File: src/rtl/csd_coef_pkg.sv
// Shared types for the signed-digit coefficient multiplier: term record,
// FSM state encoding and accumulator guard-bit sizing.
package csd_coef_pkg;

  localparam int CSD_SHIFT_W = 5;
  localparam int CSD_N_TERMS = 8;

  typedef struct packed {
    logic                   en;
    logic                   neg;
    logic [CSD_SHIFT_W-1:0] shift;
  } csd_term_t;

  typedef enum logic [1:0] {
    ST_IDLE  = 2'd0,
    ST_ACCUM = 2'd1,
    ST_HOLD  = 2'd2
  } csd_state_e;

  // One bit per doubling of the term count plus one so that negating the most
  // negative sample never overflows the accumulator.
  function automatic int acc_guard_bits(input int n_terms);
    return $clog2(n_terms) + 1;
  endfunction

  localparam int CSD_ACC_GUARD = acc_guard_bits(CSD_N_TERMS);

endpackage

File: src/rtl/csd_coef_mul_if.sv
// Sample-side handshake bundle for csd_coef_mul: input and output
// valid/ready channels plus the result saturation flag.
interface csd_coef_mul_if #(
  parameter int WIDTH = 41
);
  logic                    in_valid;
  logic                    in_ready;
  logic signed [WIDTH-1:0] in_data;
  logic                    out_valid;
  logic                    out_ready;
  logic signed [WIDTH-1:0] out_data;
  logic                    out_sat;

  modport master (
    output in_valid, in_data, out_ready,
    input  in_ready, out_valid, out_data, out_sat
  );

  modport slave (
    input  in_valid, in_data, out_ready,
    output in_ready, out_valid, out_data, out_sat
  );
endinterface

File: src/rtl/csd_term_unit.sv
// One signed-digit term: floor arithmetic shift of the sample, optional
// negation and enable gating, produced at accumulator width.
module csd_term_unit
  import csd_coef_pkg::*;
#(
  parameter int WIDTH = 41,
  parameter int AW    = 45
) (
  input  logic signed [WIDTH-1:0] i_x,
  input  csd_term_t               i_term,
  output logic signed [AW-1:0]    o_term
);

  logic signed [AW-1:0] w_x_ext;
  logic signed [AW-1:0] w_shifted;

  // Widen first so a negated full-scale sample stays representable.
  always_comb begin
    w_x_ext   = AW'(i_x);
    w_shifted = w_x_ext >>> i_term.shift;
    o_term    = '0;
    if (i_term.en) begin
      o_term = i_term.neg ? -w_shifted : w_shifted;
    end
  end

endmodule

File: src/rtl/csd_coef_mul.sv
// Sequential signed-digit coefficient multiplier: one table term per clock,
// valid/ready on both sample ports. Define CSD_COEF_MUL_SAT_EN to clip the
// result to WIDTH bits and flag it on out_sat; otherwise the result wraps.
module csd_coef_mul
  import csd_coef_pkg::*;
#(
  parameter int WIDTH   = 41,
  parameter int N_TERMS = CSD_N_TERMS,
  parameter int SHIFT_W = CSD_SHIFT_W,
  localparam int IW     = (N_TERMS > 1) ? $clog2(N_TERMS) : 1
) (
  input  logic               clk,
  input  logic               rst_n,
  csd_coef_mul_if.slave      s_if,
  output logic               busy,
  input  logic               coef_we,
  input  logic [IW-1:0]      coef_idx,
  input  logic [SHIFT_W+1:0] coef_term,
  output logic               coef_err
);

  localparam int AW = WIDTH + acc_guard_bits(N_TERMS);

  csd_state_e              r_state;
  logic [IW-1:0]           r_idx;
  logic signed [WIDTH-1:0] r_x;
  logic signed [AW-1:0]    r_acc;
  logic signed [WIDTH-1:0] r_out_data;
  logic                    r_out_sat;
  logic                    r_coef_err;
  csd_term_t               r_table [N_TERMS];

  logic                    w_in_ready;
  logic                    w_accept;
  logic                    w_idx_ok;
  logic                    w_last;
  logic                    w_tbl_we;
  logic signed [AW-1:0]    w_term;
  logic signed [AW-1:0]    w_acc_nxt;
  logic signed [WIDTH-1:0] w_res;
  logic                    w_clip;

`ifdef CSD_COEF_MUL_SAT_EN
  localparam logic signed [AW-1:0] SAT_MAX = {{(AW-WIDTH+1){1'b0}}, {(WIDTH-1){1'b1}}};
  localparam logic signed [AW-1:0] SAT_MIN = {{(AW-WIDTH+1){1'b1}}, {(WIDTH-1){1'b0}}};

  function automatic logic sat_clipped(input logic signed [AW-1:0] a);
    return (a > SAT_MAX) || (a < SAT_MIN);
  endfunction

  function automatic logic signed [WIDTH-1:0] sat_reduce(input logic signed [AW-1:0] a);
    logic signed [AW-1:0] v;
    v = a;
    if (a > SAT_MAX) v = SAT_MAX;
    else if (a < SAT_MIN) v = SAT_MIN;
    return v[WIDTH-1:0];
  endfunction

  assign w_res  = sat_reduce(w_acc_nxt);
  assign w_clip = sat_clipped(w_acc_nxt);
`else
  function automatic logic signed [WIDTH-1:0] wrap_reduce(input logic signed [AW-1:0] a);
    return a[WIDTH-1:0];
  endfunction

  assign w_res  = wrap_reduce(w_acc_nxt);
  assign w_clip = 1'b0;
`endif

  assign w_in_ready = (r_state == ST_IDLE) | ((r_state == ST_HOLD) & s_if.out_ready);
  assign w_accept   = w_in_ready & s_if.in_valid;
  assign w_idx_ok   = 32'(coef_idx) < N_TERMS;
  assign w_last     = (r_idx == IW'(N_TERMS - 1));
  assign w_tbl_we   = coef_we & ~busy & w_idx_ok;
  assign w_acc_nxt  = r_acc + w_term;

  assign busy           = (r_state != ST_IDLE);
  assign coef_err       = r_coef_err;
  assign s_if.in_ready  = w_in_ready;
  assign s_if.out_valid = (r_state == ST_HOLD);
  assign s_if.out_data  = r_out_data;
  assign s_if.out_sat   = r_out_sat;

  csd_term_unit #(
    .WIDTH (WIDTH),
    .AW    (AW)
  ) u_term (
    .i_x    (r_x),
    .i_term (r_table[r_idx]),
    .o_term (w_term)
  );

  // Coefficient table: a write landing on the accept edge is seen by that sample.
  always_ff @(posedge clk or negedge rst_n) begin
    if (!rst_n) begin
      for (int i = 0; i < N_TERMS; i++) begin
        r_table[i] <= '0;
      end
    end else if (w_tbl_we) begin
      r_table[coef_idx] <= csd_term_t'(coef_term);
    end
  end

  always_ff @(posedge clk or negedge rst_n) begin
    if (!rst_n) begin
      r_state    <= ST_IDLE;
      r_idx      <= '0;
      r_out_data <= '0;
      r_out_sat  <= 1'b0;
      r_coef_err <= 1'b0;
    end else begin
      r_coef_err <= coef_we & (busy | ~w_idx_ok);
      case (r_state)
        ST_IDLE: begin
          if (w_accept) begin
            r_state <= ST_ACCUM;
            r_idx   <= '0;
          end
        end
        ST_ACCUM: begin
          r_idx <= r_idx + 1'b1;
          if (w_last) begin
            r_state    <= ST_HOLD;
            r_idx      <= '0;
            r_out_data <= w_res;
            r_out_sat  <= w_clip;
          end
        end
        ST_HOLD: begin
          if (s_if.out_ready) begin
            r_state <= s_if.in_valid ? ST_ACCUM : ST_IDLE;
            r_idx   <= '0;
          end
        end
        default: begin
          r_state <= ST_IDLE;
          r_idx   <= '0;
        end
      endcase
    end
  end

  // Sample and accumulator carry no reset; acc is cleared on every accept.
  always_ff @(posedge clk) begin
    if (w_accept) begin
      r_x   <= s_if.in_data;
      r_acc <= '0;
    end else if (r_state == ST_ACCUM) begin
      r_acc <= w_acc_nxt;
    end
  end

endmodule

File: src/flat_wrapper.sv
// flat-port wrapper written by rule: the top's interface ports become plain ports
module csd_coef_mul_flat import csd_coef_pkg::*;
#(
  parameter int WIDTH   = 41,
  parameter int N_TERMS = CSD_N_TERMS,
  parameter int SHIFT_W = CSD_SHIFT_W,
  localparam int IW     = (N_TERMS > 1) ? $clog2(N_TERMS) : 1
)
  (clk, rst_n, busy, coef_we, coef_idx, coef_term, coef_err, s_if_in_valid, s_if_in_data, s_if_out_ready, s_if_in_ready, s_if_out_valid, s_if_out_data, s_if_out_sat);
  csd_coef_mul_if #(.WIDTH(WIDTH)) s_if_i ();
  input  logic clk;
  input  logic rst_n;
  output logic busy;
  input  logic coef_we;
  input  logic [IW-1:0] coef_idx;
  input  logic [SHIFT_W+1:0] coef_term;
  output logic coef_err;
  input wire logic [$bits(s_if_i.in_valid)-1:0] s_if_in_valid;
  input wire logic [$bits(s_if_i.in_data)-1:0] s_if_in_data;
  input wire logic [$bits(s_if_i.out_ready)-1:0] s_if_out_ready;
  output wire logic [$bits(s_if_i.in_ready)-1:0] s_if_in_ready;
  output wire logic [$bits(s_if_i.out_valid)-1:0] s_if_out_valid;
  output wire logic [$bits(s_if_i.out_data)-1:0] s_if_out_data;
  output wire logic [$bits(s_if_i.out_sat)-1:0] s_if_out_sat;
  assign s_if_i.in_valid = s_if_in_valid;
  assign s_if_i.in_data = s_if_in_data;
  assign s_if_i.out_ready = s_if_out_ready;
  assign s_if_in_ready = s_if_i.in_ready;
  assign s_if_out_valid = s_if_i.out_valid;
  assign s_if_out_data = s_if_i.out_data;
  assign s_if_out_sat = s_if_i.out_sat;
  csd_coef_mul #(.WIDTH(WIDTH), .N_TERMS(N_TERMS), .SHIFT_W(SHIFT_W)) u_core (.clk(clk), .rst_n(rst_n), .s_if(s_if_i), .busy(busy), .coef_we(coef_we), .coef_idx(coef_idx), .coef_term(coef_term), .coef_err(coef_err));
endmodule
File: config.mk
export PLATFORM = sky130hd
export DESIGN_NAME = csd_coef_mul_flat
export DESIGN_NICKNAME = d
export VERILOG_FILES = /design/src/rtl/csd_coef_pkg.sv /design/src/rtl/csd_coef_mul_if.sv /design/src/rtl/csd_term_unit.sv /design/src/rtl/csd_coef_mul.sv /design/src/flat_wrapper.sv
export SDC_FILE = /design/constraint.sdc
export NUM_CORES = 1
export LEC_CHECK = 0
export BUFFER_PORTS_ARGS = -buffer_cell sky130_fd_sc_hd__clkbuf_2
export CORE_MARGIN = 8
export CORE_UTILIZATION = 61
export DETAILED_ROUTE_END_ITERATION = 7
export HOLD_SLACK_MARGIN = 0.08
export PLACE_DENSITY = 0.81
export SYNTH_ARGS = -nofsm -noshare
export SYNTH_HDL_FRONTEND = slang
export SYNTH_SLANG_ARGS = --single-unit
File: constraint.sdc
create_clock -name clk -period 9.2 [get_ports clk]
set_input_delay 0.46 -clock clk [delete_from_list [all_inputs] [get_ports clk]]
set_output_delay 0.46 -clock clk [all_outputs]
set_load 0.1 [all_outputs]
==> metrics.txt <==
status=finished clean; crit-path max FO=16; MaxCap Viol Count=0; Commonest cells post-synth=nor2_1, nand2_1, a21oi_1; max incr delay on CP=0.68 ns; top cells by area, synth=dfrtp_1, edfxtp_1, dfxtp_1, mux2_2, a21oi_1; global-route wire length before repair=55700 um; fmax=about 0.12 GHz; period utilization=0.897; CTS sink cnt=approximately 190; kind of critical path=reg -> reg; layout cell share with drive strength beyond 1=0.188; top-count cell post-synth=nor2_1; setup skew after layout=~0.019 ns; # DRC=0; CP arrival=about 8.6 ns; Area Growth Syn to Fin=10.4%; root buf cell=clkbuf_16; Sum Neg Setup Slack=0 ns; Post-CTS Setup Inserts=0; worst endpoint required time=between 9 and 10 ns; gr ovfl total=0; clock slew at reported path FFs=around 0.090 ns; endpoint class of the critical path=flip-flop; FF+latch count, synth=~190; via count=roughly 11000; slowest CP cell=dfrtp_1; Hold Crit Class=in -> reg; IO Count=between 100 and 150; RSZ-0062 raised after global routing=no; cell type with the highest aggregate area in the netlist=dfrtp_1; core box area=around 0.02 mm2; number of global-route vias before repair=~11000; Starting Density=0.623; final setup fails=0; register area share after synthesis=0.367; GRT Resource Usage Total=0.264; gpl congestion=between 0.9 and 1; Tmin final=between 8 and 9 ns; PostCTS Resize Cnt=0; cts hold-fix bufs=1; Unique masters post-synth=between 70 and 80; largest net degree at the start of global routing=76; CTS buffer count=17; post-DR vias/cell=between 6 and 7; Port Buf Inserts=100; die height=around 160 um; Post-Syn Instances=1365; deepest clock path buffer count=2; post-synth top area share=0.204; # rows=between 50 and 60; H-tree depth=4; Max Transition Viols Final=0; number of enable flip-flop cells after synthesis=41; Routed Antenna Nets=0; CTS tree=built; Final #Nets=between 1500 and 2000; Rel. slew slack=0.177; Routed WL=around 34000 um; synth warn=0; CP Launch Type=flip-flop; die width=roughly 160 um; DPL Wire Length=between 20000 and 30000 um; initial antenna violation count=0; Synth Flop Type=dfrtp_1; mapped cell area=0.0126 mm2; worst-margin pin slew=~1.2 ns; syn_area_per_cell=9.24 um2; diodes inserted=0; R2R Setup Slk=0.95 ns; post-DR wirelength/cell=20.0 um; Final Hold Viols=0; Mapped Nets=around 1500; Clock Latency Late Sink=~0.46 ns; FFs w/ async S/R, synth=0.557; area of the die=between 0.02 and 0.03 mm2; DRT iter0 DRCs=about 1200; drt pass-1 iters=6
[state kept, by name, indices dropped and copies added, names as in the netlist]
signal and flops:
u_core.r_acc 41, u_core.r_x 41, u_core.s_if.out_data 41, u_core.r_table 56, u_core.coef_err 1, u_core.r_state 2, u_core.r_idx 3
[cells by family after synthesis]
group,Yosys count,synth area share
and+or+nand+nor,415,0.153
xor gates and xnor gates,74,0.0514
DFF,185,0.367
buffers and inverters,93,0.0358
muxes,146,0.142
AOI/OAI and AO/OA,407,0.206
adders and majority gates,44,0.0443
other,1,0.000297
[worst max-delay path, delay by kind of cell, from the launching register on]
family	cells	cell delay (ns)
mux	4	1.76
buf+inv	3	0.44
fa+ha+maj	2	0.58
xor+xnor	1	0.20
compound gates	11	2.63
simple gates	9	1.87
flops	1	0.68
[metal layers]
metal / vias up / wire length [um] / GRT usage
li1: 5151 / - / -
met1: 5156 / 15000 / 0.344
met2: 496 / 15800 / 0.426
met3: 82 / 2330 / 0.0501
met4: 0 / 1110 / 0.112
met5: - / 0 / 0
[worst paths after layout]
kind | endpoint | cells past startpoint | from
max | u_core.s_if.out_data[40] | 30 | u_core.r_idx[1]
min | u_core.r_x[1] | 1 | s_if_in_data[1]
max reg2reg | u_core.s_if.out_data[40] | 30 | u_core.r_idx[1]
min reg2reg | u_core.r_acc[27] | 2 | u_core.r_acc[27]
max in group asynchronous | u_core.r_table[32] | 3 | rst_n
min in group asynchronous | u_core.s_if.out_data[10] | 2 | rst_n
[area by class of cell]
class | count | area (um2)
multi-input combinational | 1087 | 7550
fill | 1618 | 6310
sequential | 185 | 4630
timing repair buffer | 123 | 691
clock buffer | 17 | 425
tap | 270 | 338
clock inverter | 15 | 225
inverter | 17 | 63.8
[cells in the final DEF, fill, tap and decap left out, types with 9 or more instances in the layout]
cell type  Yosys  final
a221oi_1       9      9
a21oi_1      117    117
mux2i_1       57     54
xnor2_1       41     41
o21ai_0       89     89
nand2_1      145    144
clkbuf_2       0     99
inv_1         16     16
mux2_2        68     68
a31oi_1       11     11
dfxtp_1       41     41
nor3_1        12     12
clkbuf_16      0     17
nor2_1       148    148
nand3_1       30     30
nor2b_1       15     15
nand4_1        9      9
ha_1          43     43
xor2_1        33     33
a22oi_1       45     45
a211oi_1       9      9
mux4_2        16     16
edfxtp_1      41     41
a21o_1        42     42
dfrtp_1      103    103
nand2b_1      12     11
buf_4          8     22
[metrics by stage]
step,area (um2),utilization,cells,setup slack [ns],hold WS [ns]
finish,13900,0.688,1714,0.948,0.176
floorplan,12600,-,1365,2.51,0.164
global route,13900,0.688,1714,0.253,0.170
CTS,13900,0.688,1714,1.01,0.171
global placement,13300,0.656,1681,1.24,0.443
detailed placement,13300,0.656,1681,1.06,0.439
Power is not shown: default switching activity piles up to over one toggle a cycle in this logic, so the estimate is an artifact.
